### config.mk
export PLATFORM = sky130hd
export DESIGN_NAME = sha256_round_stage_flat
export DESIGN_NICKNAME = d
export VERILOG_FILES = /design/src/rtl/sha256_round_stage_if.sv /design/src/rtl/sha256_round_stage.sv /design/src/flat_wrapper.sv
export SDC_FILE = /design/constraint.sdc
export NUM_CORES = 2
export LEC_CHECK = 0
export ABC_AREA = 1
export BUFFER_PORTS_ARGS = -buffer_cell sky130_fd_sc_hd__buf_4
export CORE_AREA = 2 2 502 504
export DETAILED_ROUTE_END_ITERATION = 7
export DIE_AREA = 0 0 504 506
export MAX_ROUTING_LAYER = met4
export PLACE_DENSITY_LB_ADDON = 0.1
export RECOVER_POWER = 100
export SLEW_MARGIN = 10
export SYNTH_ARGS = -nofsm -noshare
export SYNTH_HDL_FRONTEND = slang
export SYNTH_SLANG_ARGS = --single-unit
### constraint.sdc
create_clock -name clk -period 6.4 [get_ports clk]
set_input_delay 0.32 -clock clk [delete_from_list [all_inputs] [get_ports clk]]
set_output_delay 0.32 -clock clk [all_outputs]
set_load 0.005 [all_outputs]
### src/rtl/sha256_round_stage_if.sv
// ----------------------------------------------------------------------------
// sha256_round_stage_if
// Bundles the request/response signals of one SHA-256 round stage.
//   en        start request; W, state_in and hash_in are valid with it
//   W         schedule window, word i at bits [i*WORD_S +: WORD_S]
//   state_in  working state a..h, a in the lowest word
//   hash_in   H values added to the final state on the last stage
//   state_out result state, same packing as state_in
//   en_next   one-cycle pulse marking state_out valid
//   busy      rounds in progress
//   overrun   sticky flag: a request arrived while busy
// master: the producer side (schedule stage / bench); slave: the round stage.
// ----------------------------------------------------------------------------
interface sha256_round_stage_if #(
  parameter int WORD_S   = 32,
  parameter int W_BLKCNT = 16
);
  logic                       en;
  logic [W_BLKCNT*WORD_S-1:0] W;
  logic [8*WORD_S-1:0]        state_in;
  logic [8*WORD_S-1:0]        hash_in;
  logic [8*WORD_S-1:0]        state_out;
  logic                       en_next;
  logic                       busy;
  logic                       overrun;

  modport master (
    output en, W, state_in, hash_in,
    input  state_out, en_next, busy, overrun
  );

  modport slave (
    input  en, W, state_in, hash_in,
    output state_out, en_next, busy, overrun
  );
endinterface

### src/rtl/sha256_round_stage.sv
// ----------------------------------------------------------------------------
// sha256_round_stage
// Runs DELAY SHA-256 compression rounds, one per clock, starting at round
// ROUND_BASE, on a latched copy of the working state and schedule window.
// On the last round the result (optionally plus hash_in) is registered onto
// state_out and announced with a one-cycle en_next pulse.
// Ports:
//   clk    clock
//   reset  synchronous, active-high; aborts any operation in flight
//   bus    sha256_round_stage_if.slave (en, W, state_in, hash_in in;
//          state_out, en_next, busy, overrun out)
// ----------------------------------------------------------------------------
module sha256_round_stage #(
  parameter int WORD_S     = 32,
  parameter int W_BLKCNT   = 16,
  parameter int DELAY      = 8,
  parameter int ROUND_BASE = 0,
  parameter int ADD_FINAL  = 0
) (
  input  logic                 clk,
  input  logic                 reset,
  sha256_round_stage_if.slave  bus
);

  localparam int CNT_W = (DELAY > 1) ? $clog2(DELAY) : 1;
  localparam int ST_W  = 8 * WORD_S;
  localparam logic [CNT_W-1:0] CNT_LAST = CNT_W'(DELAY - 1);

  typedef enum logic [0:0] {
    IDLE = 1'b0,
    RUN  = 1'b1
  } fsm_t;

  fsm_t              fsm_q, fsm_d;
  logic [CNT_W-1:0]  cnt_q, cnt_d;
  logic [WORD_S-1:0] wbuf_q [DELAY];
  logic [WORD_S-1:0] wbuf_d [DELAY];
  logic [ST_W-1:0]   work_q, work_d;
  logic [ST_W-1:0]   hash_q, hash_d;
  logic [ST_W-1:0]   state_out_q, state_out_d;
  logic              en_next_q, en_next_d;
  logic              busy_q, busy_d;
  logic              overrun_q, overrun_d;

  logic [5:0]        k_idx_s;
  logic [31:0]       k_s;
  logic [31:0]       w_s;
  logic [ST_W-1:0]   round_s;
  logic [ST_W-1:0]   final_s;

  // ---------------------------------------------------------------- helpers
  function automatic logic [31:0] big_sigma0(input logic [31:0] x);
    return {x[1:0], x[31:2]} ^ {x[12:0], x[31:13]} ^ {x[21:0], x[31:22]};
  endfunction

  function automatic logic [31:0] big_sigma1(input logic [31:0] x);
    return {x[5:0], x[31:6]} ^ {x[10:0], x[31:11]} ^ {x[24:0], x[31:25]};
  endfunction

  function automatic logic [31:0] ch_f(input logic [31:0] e, input logic [31:0] f,
                                       input logic [31:0] g);
    return (e & f) ^ (~e & g);
  endfunction

  function automatic logic [31:0] maj_f(input logic [31:0] a, input logic [31:0] b,
                                        input logic [31:0] c);
    return (a & b) ^ (a & c) ^ (b & c);
  endfunction

  // One compression round; result keeps the a-in-lowest-word packing.
  function automatic logic [255:0] sha_round(input logic [255:0] s,
                                             input logic [31:0]  k,
                                             input logic [31:0]  w);
    logic [31:0] a, b, c, d, e, f, g, h, t1, t2;
    a  = s[31:0];    b = s[63:32];   c = s[95:64];   d = s[127:96];
    e  = s[159:128]; f = s[191:160]; g = s[223:192]; h = s[255:224];
    t1 = h + big_sigma1(e) + ch_f(e, f, g) + k + w;
    t2 = big_sigma0(a) + maj_f(a, b, c);
    return {g, f, e, d + t1, c, b, a, t1 + t2};
  endfunction

  // Word-wise mod 2^32 addition, no carries across word boundaries.
  function automatic logic [255:0] add_words(input logic [255:0] x, input logic [255:0] y);
    logic [255:0] r;
    r = {256{1'b0}};
    for (int i = 0; i < 8; i++) begin
      r[i*32 +: 32] = x[i*32 +: 32] + y[i*32 +: 32];
    end
    return r;
  endfunction

  function automatic logic [31:0] k_rom(input logic [5:0] idx);
    logic [31:0] k;
    case (idx)
      6'd0:  k = 32'h428a2f98;  6'd1:  k = 32'h71374491;  6'd2:  k = 32'hb5c0fbcf;  6'd3:  k = 32'he9b5dba5;
      6'd4:  k = 32'h3956c25b;  6'd5:  k = 32'h59f111f1;  6'd6:  k = 32'h923f82a4;  6'd7:  k = 32'hab1c5ed5;
      6'd8:  k = 32'hd807aa98;  6'd9:  k = 32'h12835b01;  6'd10: k = 32'h243185be;  6'd11: k = 32'h550c7dc3;
      6'd12: k = 32'h72be5d74;  6'd13: k = 32'h80deb1fe;  6'd14: k = 32'h9bdc06a7;  6'd15: k = 32'hc19bf174;
      6'd16: k = 32'he49b69c1;  6'd17: k = 32'hefbe4786;  6'd18: k = 32'h0fc19dc6;  6'd19: k = 32'h240ca1cc;
      6'd20: k = 32'h2de92c6f;  6'd21: k = 32'h4a7484aa;  6'd22: k = 32'h5cb0a9dc;  6'd23: k = 32'h76f988da;
      6'd24: k = 32'h983e5152;  6'd25: k = 32'ha831c66d;  6'd26: k = 32'hb00327c8;  6'd27: k = 32'hbf597fc7;
      6'd28: k = 32'hc6e00bf3;  6'd29: k = 32'hd5a79147;  6'd30: k = 32'h06ca6351;  6'd31: k = 32'h14292967;
      6'd32: k = 32'h27b70a85;  6'd33: k = 32'h2e1b2138;  6'd34: k = 32'h4d2c6dfc;  6'd35: k = 32'h53380d13;
      6'd36: k = 32'h650a7354;  6'd37: k = 32'h766a0abb;  6'd38: k = 32'h81c2c92e;  6'd39: k = 32'h92722c85;
      6'd40: k = 32'ha2bfe8a1;  6'd41: k = 32'ha81a664b;  6'd42: k = 32'hc24b8b70;  6'd43: k = 32'hc76c51a3;
      6'd44: k = 32'hd192e819;  6'd45: k = 32'hd6990624;  6'd46: k = 32'hf40e3585;  6'd47: k = 32'h106aa070;
      6'd48: k = 32'h19a4c116;  6'd49: k = 32'h1e376c08;  6'd50: k = 32'h2748774c;  6'd51: k = 32'h34b0bcb5;
      6'd52: k = 32'h391c0cb3;  6'd53: k = 32'h4ed8aa4a;  6'd54: k = 32'h5b9cca4f;  6'd55: k = 32'h682e6ff3;
      6'd56: k = 32'h748f82ee;  6'd57: k = 32'h78a5636f;  6'd58: k = 32'h84c87814;  6'd59: k = 32'h8cc70208;
      6'd60: k = 32'h90befffa;  6'd61: k = 32'ha4506ceb;  6'd62: k = 32'hbef9a3f7;  6'd63: k = 32'hc67178f2;
      default: k = 32'h00000000;
    endcase
    return k;
  endfunction

  // ------------------------------------------------------------- datapath
  // Round constant and window word for the current round.
  always_comb begin
    k_idx_s = 6'(ROUND_BASE) + 6'(cnt_q);
    k_s     = k_rom(k_idx_s);
    w_s     = wbuf_q[cnt_q];
    round_s = sha_round(work_q, k_s, w_s);
    if (ADD_FINAL != 0) begin
      final_s = add_words(round_s, hash_q);
    end else begin
      final_s = round_s;
    end
  end

  // Next-state and output logic of the IDLE/RUN controller.
  always_comb begin
    fsm_d       = fsm_q;
    cnt_d       = cnt_q;
    wbuf_d      = wbuf_q;
    work_d      = work_q;
    hash_d      = hash_q;
    state_out_d = state_out_q;
    en_next_d   = 1'b0;
    busy_d      = busy_q;
    overrun_d   = overrun_q;

    case (fsm_q)
      IDLE: begin
        if (bus.en) begin
          for (int i = 0; i < DELAY; i++) begin
            wbuf_d[i] = bus.W[i*WORD_S +: WORD_S];
          end
          work_d = bus.state_in;
          hash_d = bus.hash_in;
          cnt_d  = {CNT_W{1'b0}};
          busy_d = 1'b1;
          fsm_d  = RUN;
        end else begin
          fsm_d = IDLE;
        end
      end
      RUN: begin
        work_d = round_s;
        // A request while running is dropped; latched data stays untouched.
        if (bus.en) begin
          overrun_d = 1'b1;
        end else begin
          overrun_d = overrun_q;
        end
        if (cnt_q == CNT_LAST) begin
          state_out_d = final_s;
          en_next_d   = 1'b1;
          busy_d      = 1'b0;
          cnt_d       = {CNT_W{1'b0}};
          fsm_d       = IDLE;
        end else begin
          cnt_d = cnt_q + CNT_W'(1);
        end
      end
      default: begin
        fsm_d  = IDLE;
        busy_d = 1'b0;
        cnt_d  = {CNT_W{1'b0}};
      end
    endcase
  end

  // State register with synchronous reset that wins over every other event.
  always_ff @(posedge clk) begin
    if (reset) begin
      fsm_q       <= IDLE;
      cnt_q       <= {CNT_W{1'b0}};
      for (int i = 0; i < DELAY; i++) begin
        wbuf_q[i] <= {WORD_S{1'b0}};
      end
      work_q      <= {ST_W{1'b0}};
      hash_q      <= {ST_W{1'b0}};
      state_out_q <= {ST_W{1'b0}};
      en_next_q   <= 1'b0;
      busy_q      <= 1'b0;
      overrun_q   <= 1'b0;
    end else begin
      fsm_q       <= fsm_d;
      cnt_q       <= cnt_d;
      wbuf_q      <= wbuf_d;
      work_q      <= work_d;
      hash_q      <= hash_d;
      state_out_q <= state_out_d;
      en_next_q   <= en_next_d;
      busy_q      <= busy_d;
      overrun_q   <= overrun_d;
    end
  end

  assign bus.state_out = state_out_q;
  assign bus.en_next   = en_next_q;
  assign bus.busy      = busy_q;
  assign bus.overrun   = overrun_q;

endmodule

### src/flat_wrapper.sv
// flat-port wrapper written by rule: the top's interface ports become plain ports
module sha256_round_stage_flat 
#(
  parameter int WORD_S     = 32,
  parameter int W_BLKCNT   = 16,
  parameter int DELAY      = 8,
  parameter int ROUND_BASE = 0,
  parameter int ADD_FINAL  = 0
)
  (clk, reset, bus_en, bus_W, bus_state_in, bus_hash_in, bus_state_out, bus_en_next, bus_busy, bus_overrun);
  sha256_round_stage_if #(.WORD_S(WORD_S), .W_BLKCNT(W_BLKCNT)) bus_i ();
  input  logic clk;
  input  logic reset;
  input wire logic [$bits(bus_i.en)-1:0] bus_en;
  input wire logic [$bits(bus_i.W)-1:0] bus_W;
  input wire logic [$bits(bus_i.state_in)-1:0] bus_state_in;
  input wire logic [$bits(bus_i.hash_in)-1:0] bus_hash_in;
  output wire logic [$bits(bus_i.state_out)-1:0] bus_state_out;
  output wire logic [$bits(bus_i.en_next)-1:0] bus_en_next;
  output wire logic [$bits(bus_i.busy)-1:0] bus_busy;
  output wire logic [$bits(bus_i.overrun)-1:0] bus_overrun;
  assign bus_i.en = bus_en;
  assign bus_i.W = bus_W;
  assign bus_i.state_in = bus_state_in;
  assign bus_i.hash_in = bus_hash_in;
  assign bus_state_out = bus_i.state_out;
  assign bus_en_next = bus_i.en_next;
  assign bus_busy = bus_i.busy;
  assign bus_overrun = bus_i.overrun;
  sha256_round_stage #(.WORD_S(WORD_S), .W_BLKCNT(W_BLKCNT), .DELAY(DELAY), .ROUND_BASE(ROUND_BASE), .ADD_FINAL(ADD_FINAL)) u_core (.clk(clk), .reset(reset), .bus(bus_i));
endmodule
After elaboration in Yosys (flattened, before gate mapping)
Memory sizes are Yosys's and may differ from the RTL's. A register that Yosys moved wholly into a read port is not among the register bits.
Index checks and enable logic that the tools add are counted.
Widths: inputs -> output; s select.
{"block": "word_totals", "inputBits": 1027, "word_cells": 65, "reg_bits": 775, "memories": 1, "ramBits": 0, "latchBits": 0, "out_inout_bits": 259, "mem_bits_ro": 2048}
{"name": "(name not given)", "words": 64, "word_bits": 32, "read_ports": 1, "rd_clocked_by_memory_dff": 1, "wr": 0, "line": "sha256_round_stage.sv:94", "text": "case (idx)"}
{"block": "classes", "bitwise": 15, "n_lt_le_gt_ge": 1, "reduce_logical": 5, "add_sub_neg": 8, "mux": 17, "shift": 0, "mul": 0, "n_eq_ne": 3, "div": 0}
{"operator": "$pmux 256 s2", "count": 1}
{"operator": "$mux 256", "count": 1}
{"operator": "$add 32x32->32", "count": 7}
{"operator": "$xor 32x32->32", "count": 7}
{"operator": "$and 32x32->32", "count": 5}
{"operator": "$bmux 32 s3", "count": 1}
{"operator": "$mux 32", "count": 2}
{"operator": "$not 32->32", "count": 1}
{"operator": "$mux 6", "count": 2}
{"operator": "$reduce_and 2->1", "count": 4}
{"operator": "$mux 3", "count": 2}
{"operator": "$pmux 3 s2", "count": 1}
{"operator": "$mux 1", "count": 5}
{"operator": "$ge 4x4->1 const B", "count": 1}
{"operator": "$ne 2x2->1 const B", "count": 2}
{"operator": "$not 3->4", "count": 1}
{"operator": "$pmux 1 s2", "count": 2}
{"operator": "$add 3x1->3 const B", "count": 1}
{"operator": "$eq 3x3->1 const B", "count": 1}
{"operator": "$reduce_or 2->1", "count": 1}
{"operator": "$not 1->1", "count": 1}

Logic depth before layout (Yosys ltp)
{"block": "logic_depth", "ltp_word": 8, "depth_mapped": 43, "ltp_nobuf": 40}

Least setup slack after synthesis
No wires, ideal clock.
{"block": "synth_path", "path_type": "register to register", "start": "register u_core.cnt_q[0]", "end": "register u_core.work_q[22]", "setup_ns": 0.132, "stages_incl_launch_ff": 36, "arrival_ns": 6.234, "path_slack_ns": 0.033, "required_time_ns": 6.268, "path_cell_list": "dfxtp_1 > inv_2 > buf_6 > buf_2 > clkbuf_1 > o21ai_0 > o221ai_1 > o21ai_0 > fa_1 > fa_1 > fa_1 > inv_1 > ha_1 > fa_1 > nand2_1 > nand3_2 > nand3_1 > nand2_1 > nand2_1 > nand2_1 > inv_1 > o21bai_2 > or2_1 > nand2_1 > inv_1 > fa_1 > inv_1 > ha_1 > inv_1 > o21bai_1 > o21bai_1 > a21oi_1 > nand3_1 > or2_2 > nand3_1 > a31oi_1"}
{"block": "synth_between", "elab_chain_cells": 7}
{"element": "from (decl)", "line": "sha256_round_stage.sv:35", "text": "logic [CNT_W-1:0] cnt_q, cnt_d;"}
{"element": "from (signal assigned)", "line": "sha256_round_stage.sv:187", "text": "cnt_q <= {CNT_W{1'b0}};"}
{"element": "from (signal assigned)", "line": "sha256_round_stage.sv:199", "text": "cnt_q <= cnt_d;"}
{"element": "$not 3->4 (implied by the code)", "line": "sha256_round_stage.sv:121", "text": "w_s = wbuf_q[cnt_q];"}
{"element": "$bmux 32 s3", "line": "sha256_round_stage.sv:121"}
{"element": "$mux 32 (implied by the code) (2 in a row)", "line": "sha256_round_stage.sv:121"}
{"element": "$add 32x32->32", "line": "sha256_round_stage.sv:77", "text": "t1 = h + big_sigma1(e) + ch_f(e, f, g) + k + w;"}
{"element": "$add 32x32->32", "line": "sha256_round_stage.sv:79", "text": "return {g, f, e, d + t1, c, b, a, t1 + t2};"}
{"element": "$pmux 256 s2", "line": "sha256_round_stage.sv:142", "text": "case (fsm_q)"}
{"element": "to (signal assigned)", "line": "sha256_round_stage.sv:191", "text": "work_q <= {ST_W{1'b0}};"}
{"element": "to (signal assigned)", "line": "sha256_round_stage.sv:201", "text": "work_q <= work_d;"}
{"element": "to (decl)", "line": "sha256_round_stage.sv:38", "text": "logic [ST_W-1:0] work_q, work_d;"}
Every way passes these cells. The select of a mux whose other input is x is not followed.
A chain may end at the register's enable or synchronous reset.

Worst setup path in the final report
{"block": "layout_path", "start": "register u_core.cnt_q[0]", "end": "register u_core.work_q[29]"}
Same word-level chain as after synthesis.

==> flow_metrics.env <==
export IMPL_vias=46700
export IMPL_grt_pass1_vias=47000
export IMPL_cp_max_fo=6
export IMPL_setup_viol=48
export IMPL_dpl_cell_count=10500
export IMPL_fp_dieH_um=506
export IMPL_ys_types=57
export IMPL_fin_crit_ns=6.64
export IMPL_rsz0062_at_grt="yes"
export IMPL_avgSynthCellArea_um2=7.02
export IMPL_async_reset_ff_frac=0
export IMPL_endpoint_kind="register"
export IMPL_synth_top_area_frac=0.376
export IMPL_maxSlewViolCount=382
export IMPL_grt_max_degree=158
export IMPL_antenna_left=0
export IMPL_cts_root_buf="clkbuf_16"
export IMPL_io_pins=1286
export IMPL_syn_to_final_growth_pct=59.9
export IMPL_top_layer_used="met4"
export IMPL_die_width_um=504
export IMPL_cts_tree="done"
export IMPL_maxCapViolations=7
export IMPL_cts_buffers=105
export IMPL_arrival_ns=7.26
export IMPL_dpl_hpwl_um=224000
export IMPL_drc_errors=0
export IMPL_cp_required_ns=7.02
export IMPL_wl_met2_um=134000
export IMPL_placementRows=184
export IMPL_layout_cells_non_filler=11200
export IMPL_path_buf_inv=11
export IMPL_crit_type="reg -> reg"
export IMPL_fmax_mhz=151
export IMPL_routabilityCongestion=0.905
export IMPL_die_area_um2=255000
export IMPL_synth_nets=7334
export IMPL_place_ws_ns=-0.971
export IMPL_track_usage=0.215
export IMPL_grt_first_pass_wirelength_um=377000
export IMPL_max_slew_margin_rel=-1.17
export IMPL_core_um2=250000
export IMPL_critPathMaxStageDelay_ns=0.60
export IMPL_synth_area_um2=42700
export IMPL_yosysSeqAreaShare=0.376
export IMPL_initial_core_util=0.171
export IMPL_antenna_found_initial=15
export IMPL_setup_ws_ns=-0.237
export IMPL_startpoint_type="register"
export IMPL_ys_top_cells_by_area="dfxtp_1 38%, nand2_1 13%, o21ai_0 8.2%"
export IMPL_worst_path_max_delay_cell="fa_2"
export IMPL_io_buffers=773
export IMPL_hold_violations=0
export IMPL_grt_overflow_total=0
export IMPL_fin_skew_ns=0.0680
export IMPL_clock_sinks=801
export IMPL_synth_edf_count=0
export IMPL_hold_slack_ns=0.0399
export IMPL_insertion_delay_ns=0.81
export IMPL_layout_drive_gt1_share=0.260
export IMPL_min_period_over_period=1.04
export IMPL_yosysTopAreaCell="dfxtp_1"
export IMPL_viasPerCell=4.16
export IMPL_ys_seq_elements=801
export IMPL_tightest_slew_ns=3.25
export IMPL_outcome="complete, but fails checks"
export IMPL_final_common_cell="nand2_1"
export IMPL_syn_inst=6080
export IMPL_wl_met1_um=122000
export IMPL_layout_common_cells="1382 x nand2_1, 1097 x buf_4, 797 x dfxtp_1"
export IMPL_tns_ns=-5.40
export IMPL_clk_transition_reported_paths_ns=0.06
export IMPL_post_drt_wl_per_cell_um=24.5
export IMPL_dr_pass1_iters=5
export IMPL_wl_um=276000
export IMPL_cts_buffer_depth=3
export IMPL_fin_nets=9044
export IMPL_cp_top_family="adder cells"
export IMPL_ys_flop_type="dfxtp_1"
export IMPL_yosysWarnings=0
export IMPL_min_path_type="in -> reg"
export IMPL_failed_checks="capacitance limit, slew limit, setup timing"
export IMPL_routed_wl_met3_um=12000
export IMPL_first_iter_violations=2654
export IMPL_h_tree_depth=3
[logic make-up (layout without fill, tap and decap cells)]
| family | count (synthesis) | in the layout | synth area share |
|---|---|---|---|
| AOI/OAI and AO/OA | 1135 | 1135 | 0.152 |
| xor gates and xnor gates | 170 | 170 | 0.0349 |
| DFF | 801 | 801 | 0.376 |
| adders and majority gates | 227 | 227 | 0.0886 |
| other | 0 | 8 | 0 |
| and+or+nand+nor | 2599 | 2599 | 0.244 |
| buffers and inverters | 1148 | 2943 | 0.105 |
[per-layer routing]
metal  vias to the layer above  track usage
li1                      22700            -
met1                     22700        0.269
met2                      1119        0.367
met3                       257       0.0287
met4                         0       0.0494
met5                         -            -
[tightest hold or removal path: cells and delay by family]
family          cells  cell delay, ns
compound gates      1            0.24
buf+inv             1            0.10
simple gates        1            0.15
[path summary, 6_finish.rpt]
kind / cells past startpoint / endpoint / slack (ns) / from
setup / recovery: 35 / u_core.work_q[29] / -0.24 / u_core.cnt_q[0]
hold / removal: 3 / u_core.wbuf_q[132] / 0.04 / bus_W[100]
setup reg to reg: 35 / u_core.work_q[29] / -0.24 / u_core.cnt_q[0]
hold reg to reg: 2 / u_core.bus.state_out[53] / 0.45 / u_core.bus.state_out[53]
[per-stage QoR]
step                      utilization  instance area (um^2)
after floorplan                     -                 42700
after detailed placement        0.226                 56500
final                           0.273                 68200
after global placement          0.226                 56500
after global routing            0.273                 68200
after CTS                       0.270                 67500
[cell usage after synthesis (12+ instances only)]
library cell	instances
xnor2_1	76
nand3_2	16
dfxtp_1	801
fa_1	125
nand3_1	260
xor2_1	94
buf_2	104
nor2_1	761
ha_1	102
or2_1	15
o21bai_1	16
a21oi_1	163
nand2_1	1470
a31oi_1	35
clkbuf_1	248
o21ai_0	695
a22o_1	26
nand4_1	19
o22ai_1	31
inv_1	761
inv_2	19
o21a_1	13
o221ai_1	81
nor3_1	12
nand2_2	14
a21oi_2	12
[registers in the layout (all words and copies together) (netlist names)]
| name | count |
|---|---|
| u_core.bus.state_out | 256 |
| u_core.wbuf_q | 256 |
| u_core.work_q | 256 |
| u_core.k_s | 26 |
| u_core.cnt_q | 3 |
| u_core.bus.busy | 1 |
| u_core.bus.en_next | 1 |
| u_core.bus.overrun | 1 |
| u_core.fsm_q | 1 |
[repair_timing]
action / 4_1_cts / 5_1_grt
gates resized for setup: 426 / 300
cloned: 3 / 0
hold buffers: 480 / 0
buffers inserted: 58 / 19
setup endpoints to repair: 99 / 97
pin swaps: 138 / 172
hold endpoints to repair: 480 / 0
[cell type report]
type | instances | area [um^2]
diodes | 8 | 20.0
clock buffers | 165 | 3140
clock inverters | 27 | 514
fillers | 27800 | 182000
inverters | 782 | 2970
multi-input cells | 4131 | 25000
flip-flops and latches | 801 | 16100
well taps | 3348 | 4190
repair buffers | 1968 | 16400
repair inverters | 1 | 6.26
Power is not shown: default switching activity piles up to over one toggle a cycle in this logic, so the estimate is an artifact.
